**src/rtl/icache_refill_ctrl.sv**
```systemverilog
// ----------------------------------------------------------------------------
// icache_refill_ctrl
//
// Instruction-cache refill controller. It sits between the Fetch Unit and RAM.
// On a miss it latches the line base address. It then requests one word per
// RAM handshake and assembles BLOCK_WORDS words into a line buffer. When the
// line is complete it pulses o_we_cache for one cycle so the i_cache can
// capture the line. A flush aborts any refill that is in flight.
//
// Optional build macro:
//   ICACHE_CRITICAL_WORD_FIRST_EN
//       The fill starts at the missed word and wraps around the line.
//       Adds the o_crit_valid and o_crit_word ports.
//
// Ports:
//   i_clk            clock; all state updates on the rising edge
//   i_rst            synchronous reset, active-high
//   i_pc             fetch program counter
//   i_pc_valid       i_pc carries a real fetch request this cycle
//   i_hit            i_cache hit for i_pc (combinational from i_cache)
//   i_flush          abort any refill (branch redirect / fence.i)
//   i_mem_word       data word from RAM
//   i_word_ready     i_mem_word valid this cycle; one word per asserted cycle
//   o_ram_req        read request to RAM, held while words are outstanding
//   o_ram_address    byte address of the word currently requested
//   o_we_cache       i_cache line write enable, one-cycle pulse
//   o_block_out      assembled line; word 0 in the MS bits
//   o_cache_miss     stall to the Fetch Unit
//   o_refill_busy    FSM is not in IDLE
//   o_crit_valid     (macro only) pulse on the first word of a refill
//   o_crit_word      (macro only) that first word
//
// States:
//   S_IDLE  | waiting for a miss; the miss signal follows pc_valid & ~hit
//   S_FILL  | requesting and collecting words from RAM
//   S_WRITE | one-cycle line write into the i_cache
// ----------------------------------------------------------------------------
module icache_refill_ctrl #(
    parameter int PC_W        = 32,
    parameter int WORD_W      = 32,
    parameter int BLOCK_WORDS = 16
) (
    input  logic                          i_clk,
    input  logic                          i_rst,
    input  logic [PC_W-1:0]               i_pc,
    input  logic                          i_pc_valid,
    input  logic                          i_hit,
    input  logic                          i_flush,
    input  logic [WORD_W-1:0]             i_mem_word,
    input  logic                          i_word_ready,
    output logic                          o_ram_req,
    output logic [PC_W-1:0]               o_ram_address,
    output logic                          o_we_cache,
    output logic [BLOCK_WORDS*WORD_W-1:0] o_block_out,
    output logic                          o_cache_miss,
`ifdef ICACHE_CRITICAL_WORD_FIRST_EN
    output logic                          o_crit_valid,
    output logic [WORD_W-1:0]             o_crit_word,
`endif
    output logic                          o_refill_busy
);

    localparam int BYTE_W  = WORD_W / 8;
    localparam int BYTE_SH = $clog2(BYTE_W);
    localparam int OFF_W   = $clog2(BLOCK_WORDS * BYTE_W);
    localparam int CNT_W   = $clog2(BLOCK_WORDS);

    typedef enum logic [1:0] {
        S_IDLE  = 2'd0,
        S_FILL  = 2'd1,
        S_WRITE = 2'd2
    } state_t;

    state_t                           r_state;
    state_t                           w_state_nxt;
    logic [CNT_W-1:0]                 r_cnt;
    logic [CNT_W-1:0]                 w_cnt_inc;
    logic [CNT_W-1:0]                 w_start_cnt;
    logic [PC_W-1:0]                  r_base;
    logic [PC_W-1:0]                  r_addr;
    logic [PC_W-1:0]                  w_line_base;
    logic [BLOCK_WORDS-1:0][WORD_W-1:0] r_buf;
    logic                             w_start;
    logic                             w_take;
    logic                             w_last;
    logic                             w_unused_pc_lo;

    assign w_line_base = {i_pc[PC_W-1:OFF_W], {OFF_W{1'b0}}};
    assign w_cnt_inc   = r_cnt + CNT_W'(1);
    assign w_start     = (r_state == S_IDLE) & i_pc_valid & ~i_hit & ~i_flush;
    assign w_take      = (r_state == S_FILL) & i_word_ready;

    // The offset bits of the pc only select the starting word in the
    // critical-word-first build. In the default build they are not used.
    assign w_unused_pc_lo = ^i_pc[OFF_W-1:0];

`ifdef ICACHE_CRITICAL_WORD_FIRST_EN
    logic [CNT_W-1:0] r_start_cnt;
    logic             r_first;

    assign w_start_cnt = i_pc[OFF_W-1:BYTE_SH];
    // The line is complete when the wrapped counter comes back to its start.
    assign w_last      = (w_cnt_inc == r_start_cnt);
    assign o_crit_valid = w_take & r_first;
    assign o_crit_word  = i_mem_word;

    always_ff @(posedge i_clk) begin
        if (i_rst) begin
            r_start_cnt <= '0;
            r_first     <= 1'b0;
        end else if (w_start) begin
            r_start_cnt <= w_start_cnt;
            r_first     <= 1'b1;
        end else if (w_take) begin
            r_first     <= 1'b0;
        end
    end
`else
    assign w_start_cnt = '0;
    assign w_last      = (r_cnt == CNT_W'(BLOCK_WORDS - 1));
`endif

    always_ff @(posedge i_clk) begin
        if (i_rst) begin
            r_state <= S_IDLE;
            r_cnt   <= '0;
            r_base  <= '0;
            r_addr  <= '0;
            r_buf   <= '0;
        end else begin
            r_state <= w_state_nxt;
            if (w_start) begin
                r_base <= w_line_base;
                r_cnt  <= w_start_cnt;
                r_addr <= w_line_base | (PC_W'(w_start_cnt) << BYTE_SH);
            end else if (w_take) begin
                r_buf[r_cnt] <= i_mem_word;
                r_cnt        <= w_cnt_inc;
                // The base is line aligned, so OR-ing in the word offset
                // gives the same result as adding it.
                r_addr       <= r_base | (PC_W'(w_cnt_inc) << BYTE_SH);
            end
        end
    end

    always_comb begin
        w_state_nxt  = r_state;
        o_ram_req    = 1'b0;
        o_we_cache   = 1'b0;
        o_cache_miss = 1'b0;
        case (r_state)
            S_IDLE: begin
                o_cache_miss = i_pc_valid & ~i_hit;
                if (w_start) begin
                    w_state_nxt = S_FILL;
                end
            end
            S_FILL: begin
                o_ram_req    = 1'b1;
                o_cache_miss = 1'b1;
                if (i_flush) begin
                    w_state_nxt = S_IDLE;
                end else if (w_take && w_last) begin
                    w_state_nxt = S_WRITE;
                end
            end
            S_WRITE: begin
                // A flush or reset in the write cycle drops the line.
                o_we_cache   = ~i_flush & ~i_rst;
                o_cache_miss = 1'b1;
                w_state_nxt  = S_IDLE;
            end
            default: begin
                w_state_nxt = S_IDLE;
            end
        endcase
        if (i_rst) begin
            o_cache_miss = 1'b0;
        end
    end

    // Buffer slot 0 goes to the most significant word of the line.
    always_comb begin
        o_block_out = '0;
        for (int i = 0; i < BLOCK_WORDS; i++) begin
            o_block_out[(BLOCK_WORDS-1-i)*WORD_W +: WORD_W] = r_buf[i];
        end
    end

    assign o_ram_address = r_addr;
    assign o_refill_busy = (r_state != S_IDLE);

endmodule

```
**config.mk**
```make
export PLATFORM = sky130hd
export DESIGN_NAME = icache_refill_ctrl
export DESIGN_NICKNAME = d
export VERILOG_FILES = /design/src/rtl/icache_refill_ctrl.sv
export SDC_FILE = /design/constraint.sdc
export NUM_CORES = 1
export LEC_CHECK = 0
export CAP_MARGIN = 20
export CELL_PAD_IN_SITES_DETAIL_PLACEMENT = 1
export CELL_PAD_IN_SITES_GLOBAL_PLACEMENT = 1
export CORE_ASPECT_RATIO = 0.8
export CORE_MARGIN = 3
export CORE_UTILIZATION = 37
export CTS_BUF_LIST = sky130_fd_sc_hd__clkbuf_8
export CTS_CLUSTER_SIZE = 14
export DETAILED_ROUTE_END_ITERATION = 12
export GPL_ROUTABILITY_DRIVEN = 1
export GPL_TIMING_DRIVEN = 0
export PLACE_DENSITY_LB_ADDON = 0.25
export SLEW_MARGIN = 10
export SYNTH_ARGS = -nofsm -noshare
export SYNTH_HDL_FRONTEND = slang
export SYNTH_SLANG_ARGS = --single-unit
```
**constraint.sdc**
```tcl
create_clock -name i_clk -period 2.8 [get_ports i_clk]
set_clock_uncertainty 0.2 [all_clocks]
set_input_delay 0.42 -clock i_clk [delete_from_list [all_inputs] [get_ports i_clk]]
set_output_delay 0.42 -clock i_clk [all_outputs]
set_load 0.01 [all_outputs]
```
Word level (Yosys, flattened, before mapping)
Index checks and enable logic that the tools add are counted.
Storage, ports and cells
  bits in registers: 576
  bits of input ports: 70
  output and inout bits: 548
  word-level logic and storage cells: 62
Operators by class
  add/subtract/negate cells: 1
  $lt $le $gt $ge: 2
  eq/ne operators: 5
  mux-type cells: 13
  bitwise logic cells: 11
  reductions and logical operators: 9
Operator list (number)
  512-bit bitwise mux: 1
  32-bit demux with 4-bit select: 1
  32-bit 2-to-1 mux: 3
  32-bit by 6-bit bitwise OR with 32-bit output: 1
  1-bit AND: 6
  2-bit 2-to-1 mux: 3
  4-bit by 5-bit < comparator with 1-bit output (second input constant): 1
  4-bit by 1-bit adder with 4-bit output (second input constant): 1
  4-bit equality test (second input constant): 1
  4-bit by 1-bit >= comparator with 1-bit output (second input constant): 1
  1-bit inverter: 4
  2-bit case mux with 2 select lines: 1
  2-bit AND reduction: 2
  2-bit nonzero test: 2
  2-bit OR reduction: 2
  1-bit 2-to-1 mux: 3
  3-bit by 2-bit != test with 1-bit output (second input constant): 1
  2-bit by 1-bit equality test with 1-bit output (second input constant): 1
  2-bit equality test (second input constant): 1
  1-bit logical AND: 2
  2-bit zero test: 1
  2-bit != test (second input constant): 1
  1-bit case mux with 2 select lines: 1

Depth between registers and ports, before layout
Gate-level depths: netlist of the first run.
  depth after elaboration: 6
  depth in mapped cells: 9
  mapped depth without buffers: 5

Least setup slack after synthesis of the first run
No wires, ideal clock.
  kind: flip-flop to flip-flop
  start: reg r_state[1]
  end: reg r_addr[11], in the netlist o_ram_address[11]
  setup time: 0.124 ns
  arrival time: 1.718 ns
  required time: 2.476 ns
  slack: 0.758 ns
  cell stages (with the launch flop): 10
  path buffers: 4
  period minus slack after synthesis: 2.042 ns
  cell sequence: dfxtp_1 -> inv_1 -> ha_1 -> and2_1 -> buf_4 -> buf_8 -> buf_4 -> buf_4 -> o31ai_1 -> a21oi_1
On the way
  longest elaborated chain between the ends: 5
  elaborated cells on any way between the ends: 8
  those cells by class: 1 x eq/ne; 1 x mux; 4 x bitwise; 2 x reduce/logical
RTL lines
  start: declaration: line 74  | state_t r_state;
  start signal: assignment: line 131  | r_state <= w_state_nxt;
  2-bit zero test: line 90  | assign w_start = (r_state == S_IDLE) & i_pc_valid & ~i_hit & ~i_flush;
  1-bit AND (3 in series): line 90
  32-bit 2-to-1 mux or 2-bit nonzero test (tied branches)
  end signal: assignment: line 135  | r_addr <= w_line_base | (PC_W'(w_start_cnt) << BYTE_SH);
  end signal: assignment: line 141  | r_addr <= r_base | (PC_W'(w_cnt_inc) << BYTE_SH);
  end: declaration: line 80  | logic [PC_W-1:0] r_addr;
Several ways; a longest one is shown, not always the timed one.
A chain may end at the register's enable or synchronous reset.

Worst setup path in the final report of the first run
  start: in i_rst
  end: out o_we_cache
On the way
  longest elaborated chain between the ends: 3
RTL lines
  start: declaration: line 44  | input logic i_rst,
  1-bit inverter: line 169  | o_we_cache = ~i_flush & ~i_rst;
  1-bit AND: line 169
  1-bit 2-to-1 mux: line 151  | case (r_state)
  end: declaration: line 53  | output logic o_we_cache,
Every way passes these cells.

==> flow_summary.toml, run 1 <==
[status]
outcome = "complete, no violations"

[logic_synthesis]
synth_top_area_share_pct = 54.86
synth.most_common_cell = "dfxtp_1"
syn_area_per_cell_sq_um = 10.58
synth_xor_xnor_area_share_pct = 0.08422
yosys_warnings = 0
synth_commonest_cells = "570 x dfxtp_1, 546 x nand2_1, 539 x mux2i_1"
synth_top_family_by_area = "multiplexers"
synth_fa_ha_area_share_pct = 0.4812
async_flop_share_pct = 0
synth_seq_cells = 570
synth_edf_count = 0
synth-compound-area-share_pct = 1.853
synth_area_leader_cell = "dfxtp_1"
synth.mux.area_fraction_pct = 25.94
syn_area_sq_mm = 0.02080
yosys.area_share.simple_pct = 12.18
syn_inst = 1966
synth_cell_types = 38
ys_seq_area_share_pct = 54.86
synth_flop_cell = "dfxtp_1"
ys_top_cells_by_area = "dfxtp_1 55%, mux2i_1 26%, nand2_1 9.9%, clkbuf_1 1.6%, buf_6 1.3%"

[global_routing]
grt_max_degree = 14
track_usage_pct = 27.52
overflow = 0
grt_pass1_vias = 18640
antenna_found_initial = 2
grt_pass1_wl_microns = 122100

[timing]
finalHoldViolCount = 0
slew_headroom_pct = 30.74
finalMaxSlewViolations = 0
rsz0062_at_grt = "false"
max_freq_ghz = 0.3658
setup_violations = 0
worst_slew_pin_slew_ns = 1.039
fin_crit_ns = 2.734
setup_ws_ns = 0.06615
period_share_pct = 97.64

[pwr]
p_switching_uw = 4122
p_int_uw = 12410
ir_drop_v = 0.0004327
switching_share_pct = 24.94
power_frac_clock_pct = 44.2
power_density_mw_per_mm2 = 555.9
p_leak_uw = 0.01406
combinationalPowerShare_pct = 6.0
seq_power_share_pct = 49.8

[route]
first_pass_iters = 5
via_per_inst = 4.967
num_vias = 17360
dr.first_iter.drc_count = 774
ant_nets = 0
drc_errors = 0
drt_wl_total_microns = 83790
wl_per_cell_microns = 23.97

[critical_path]
worstReg2RegEnd = "o_block_out[496]"
critical_path_class = "input pin to output pin"
worstPathRequired_ns = 2.18
reg2reg_depth = 8
r2r-start = "r_state[0]"
critPathCaptureType = "output pin"
crit_end = "o_we_cache"
worstSetupStartpointType = "input pin"
reg2reg_slack_ns = 0.27
arrival_ns = 2.11
critical_path_peak_fanout = 10
startpoint = "i_rst"

[placed_design]
place_congestion = 0.8273
place_inst = 3326
dp_slack_ns = -0.9443
place.port_buffers = 609
place_hpwl_microns = 63200

[floorplan]
coreArea_sq_mm = 0.05540
die_height_microns = 218.1
die-area_sq_mm = 0.05912
io_pins = 618
start_util_pct = 37.55
rows = 77
dieWidth_microns = 271.1

[clock_tree]
cts_tree = "done"
clockBufferDepth = 3
postCtsSetupBuffers = 0
clk_pin_slew_ns = 0.07
numCtsBuffers = 92
clk_latency_ns = 0.68
htree_levels = 3
cts_sinks = 570
root_buffer = "clkbuf_8"

[layout]
layout.area.seq_sq_mm = 0.01141
area_delta_synth_final_pct = 42.95
nets = 2749
n_fill_cell = 6076
instances_no_fill = 3495
multi_input_area_sq_mm = 0.008442
drive_above_1_share_pct = 8.163

[flow_run]
maxCapViolations = 0

[hold_path]
min-delay-path-class = "input pin to flop"
routing by layer:
metal	share of wire [%]	global-route usage (%)	vias up
met4	3.9	10.78	0
met1	42	33.32	8663
met3	6.8	8.107	169
li1	-	-	7967
met5	0	0	-
met2	47	46.14	562
through the flow:
step	area (sq um)	hold WS, ns	util [%]	total power, uW	TNS [ns]
5_1_grt	29730	0.1649	53.67	17170	0
4_1_cts	29730	0.1207	53.67	16680	0
3_3_place_gp	27840	0.2421	50.25	9370	-227.51
3_5_place_dp	27840	0.2465	50.25	9395	-241.84
6_report	29730	0.1811	53.67	16530	0
2_1_floorplan	20800	0.2558	-	8872	0
power by group through the flow:
| stage | Sequential [uW] | Combinational [uW] | Clock, uW |
|---|---|---|---|
| 2_1_floorplan | 8430 | 444 | 0 |
| 3_3_place_gp | 8410 | 965 | 0 |
| 3_5_place_dp | 8410 | 986 | 0 |
| 4_1_cts | 8230 | 997 | 7450 |
| 5_1_grt | 8240 | 1050 | 7880 |
| 6_report | 8230 | 993 | 7300 |
registers in the layout, indices dropped and copies added (netlist names):
name,flops
o_block_out,512
r_base,26
o_ram_address,30
r_state,2
critical path, stage by stage:
cell             delay, ns
clkdlybuf4s15_2       0.27
clkinv_1              0.15
buf_4                 0.27
clkbuf_8              0.26
and3_1                0.17
clkdlybuf4s50_1       0.56
worst min-delay path by stage:
stage,startpoint,end,depth (start not counted)
2_1_floorplan,r_base[31],r_base[31],2
3_3_place_gp,o_block_out[464],o_block_out[464],2
3_5_place_dp,o_block_out[485],o_block_out[485],2
4_1_cts,i_pc[26],r_base[26],3
5_1_grt,i_pc[9],r_base[9],3
6_report,i_pc[26],r_base[26],3
timing repair:
item,4_1_cts,5_1_grt
hold buffers,1,0
endpoints found under the setup margin,22,0
hold endpoints to repair,1,0
gates resized for setup,9,0
cells in the final DEF, fill, tap and decap left out, types with 8 or more instances in the layout:
master	instances
nor2_1	26
dfxtp_1	570
clkbuf_1	89
buf_2	41
buf_6	24
inv_1	48
clkbuf_8	115
mux2i_1	539
o31ai_1	26
nand2_1	546
nand4_2	8
a21oi_1	26
buf_4	12
clkdlybuf4s50_1	607
final cells by class:
cell class	instances	area share, %
Clock inverter	53	1.006
Buffer	170	3.148
Tap cell	750	3.156
Clock buffer	114	5.277
Multi-Input combinational cell	1219	28.39
Timing Repair Buffer	610	20.54
Sequential cell	570	38.38
Inverter	8	0.1010
Antenna cell	1	0.008416
logic make-up (layout without fill, tap and decap cells):
| family | count (synthesis) | in the layout |
|---|---|---|
| flip-flops | 570 | 570 |
| adder cells (fa/ha/maj) | 8 | 8 |
| XOR/XNOR | 2 | 2 |
| other | 1 | 3 |
| AND/OR/NAND/NOR | 608 | 608 |
| AO/OA/AOI/OAI | 60 | 60 |
| multiplexers | 539 | 539 |
| buffers and inverters | 178 | 955 |
No activity file was read; power rests on OpenSTA's default activity.
==> inputs of run 2 (changes only) <==
--- a/config.mk
+++ b/config.mk
@@ -16,7 +16,7 @@
 export DETAILED_ROUTE_END_ITERATION = 12
 export GPL_ROUTABILITY_DRIVEN = 1
 export GPL_TIMING_DRIVEN = 0
-export PLACE_DENSITY_LB_ADDON = 0.25
+export PLACE_DENSITY = 0.89
 export SLEW_MARGIN = 10
 export SYNTH_ARGS = -nofsm -noshare
 export SYNTH_HDL_FRONTEND = slang
==> run 2 against run 1 <==
  * Wire length grew 5.6%
  * Die area is the same
  * Cell area down 0.19%
  * Critical path type unchanged
==> flow_summary.toml, run 2 (synthesis gave the netlist of run 1 again) <==
[status]
outcome = "complete, no violations"

[clock_tree]
root_buffer = "clkbuf_8"
htree_levels = 3
cts_sinks = 570
clockBufferDepth = 3
cts_tree = "done"
clk_pin_slew_ns = 0.06
clk_latency_ns = 0.67
numCtsBuffers = 91

[floorplan]
coreArea_sq_mm = 0.05540
rows = 77
start_util_pct = 37.55
die-area_sq_mm = 0.05912
die_height_microns = 218.1
dieWidth_microns = 271.1
io_pins = 618

[global_routing]
overflow = 0
grt_pass1_vias = 19650
grt_pass1_wl_microns = 128900
antenna_found_initial = 4
grt_max_degree = 14
track_usage_pct = 29.01

[timing]
worst_slew_pin_slew_ns = 1.032
slew_headroom_pct = 31.21
finalHoldViolCount = 0
period_share_pct = 96.49
rsz0062_at_grt = "false"
tns_ns = 0
fin_crit_ns = 2.702
max_freq_ghz = 0.3701
finalMaxSlewViolations = 0
setup_violations = 0

[route]
first_pass_iters = 5
num_vias = 17830
drt_wl_total_microns = 88440
ant_nets = 0
wl_per_cell_microns = 25.36
drc_errors = 0
dr.first_iter.drc_count = 930
via_per_inst = 5.112

[critical_path]
critical_path_peak_fanout = 10
crit_path_max_incr_delay_ns = 0.58
worstPathRequired_ns = 2.18
critical_path_class = "input pin to output pin"
worstSetupStartpointType = "input pin"
crit_slowest_cell = "clkdlybuf4s50_1"
arrival_ns = 2.08
worstPathCellList = "dlygate4sd2_1 -> clkinv_4 -> buf_6 -> clkbuf_8 -> and3_1 -> clkdlybuf4s50_1"
critPathCaptureType = "output pin"

[placed_design]
place_congestion = 0.8576
place.port_buffers = 609
place_hpwl_microns = 64690

[layout]
final_common_cell = "clkdlybuf4s50_1"
nets = 2749
area_delta_synth_final_pct = 42.67
largest_register_ffs = 512
layout_common_cells = "607 x clkdlybuf4s50_1, 570 x dfxtp_1, 546 x nand2_1, 539 x mux2i_1, 110 x clkbuf_8"
drive_above_1_share_pct = 8.224

[pwr]
p_total_uw = 16430
ir_drop_v = 0.0003438
power_density_mw_per_mm2 = 553.5
p_leak_uw = 0.01402

[hold_path]
min-delay-path-class = "input pin to flop"

[flow_run]
maxCapViolations = 0
==> run 2: where the power goes <==
part / internal, uW / switching [uW]
Combinational: 351 / 670
Sequential: 8190 / 51.8
Clock: 3730 / 3440
Total: 12300 / 4160
==> run 2: critical path, delay by kind of cell <==
family        cells  cell delay (ns)
simple gates      1             0.16
buf+inv           5             1.49
==> run 2: layer usage <==
metal / vias up / track usage, % / share of wire [%] / wire length [microns]
met2: 675 / 50.12 / 49 / 43220
met5: - / 0 / 0 / 0
li1: 7966 / - / - / -
met4: 0 / 11.56 / 3.9 / 3490
met1: 8991 / 34.32 / 40 / 35690
met3: 195 / 7.788 / 6.8 / 6045
==> run 2: cell type report <==
type,instances,area (sq um)
Antenna cell,1,2.502
Buffer,170,939.7
Clock buffer,109,1500
Clock inverter,49,291.5
Fill cell,6015,25720
Inverter,8,35.03
Multi-Input combinational cell,1219,8442
Sequential cell,570,11410
Tap cell,750,938.4
Timing Repair Buffer,611,6116
==> run 2: through the flow <==
| step | cell area (sq um) | instances | hold WS, ns | worst slack (ns) | utilization (%) |
|---|---|---|---|---|---|
| finish | 29680 | 3487 | 0.07979 | 0.09824 | 53.57 |
| global route | 29670 | 3486 | 0.04462 | 0.003165 | 53.57 |
| CTS | 29670 | 3485 | 0.02175 | 0.07472 | 53.55 |
| detailed placement | 27850 | 3327 | 0.2521 | -0.9075 | 50.28 |
| global placement | 27840 | 3326 | 0.2426 | -0.9531 | 50.25 |
| floorplan | 20800 | 1967 | 0.2558 | 0.7581 | - |
==> run 2: path summary, 6_finish.rpt <==
| check | startpoint | end | slack [ns] | cells past startpoint |
|---|---|---|---|---|
| max reg2reg | r_state[1] | o_block_out[151] | 0.27 | 7 |
| max | i_rst | o_we_cache | 0.1 | 6 |
| min | i_rst | o_ram_address[5] | 0.08 | 2 |
| min reg2reg | o_block_out[408] | o_block_out[408] | 0.26 | 2 |
==> run 2: repair_timing <==
action / in CTS / in global routing
pin swaps: 0 / 1
setup endpoints to repair: 10 / 1
buffers inserted: 0 / 1
hold buffers: 0 / 0
gates resized for setup: 10 / 0
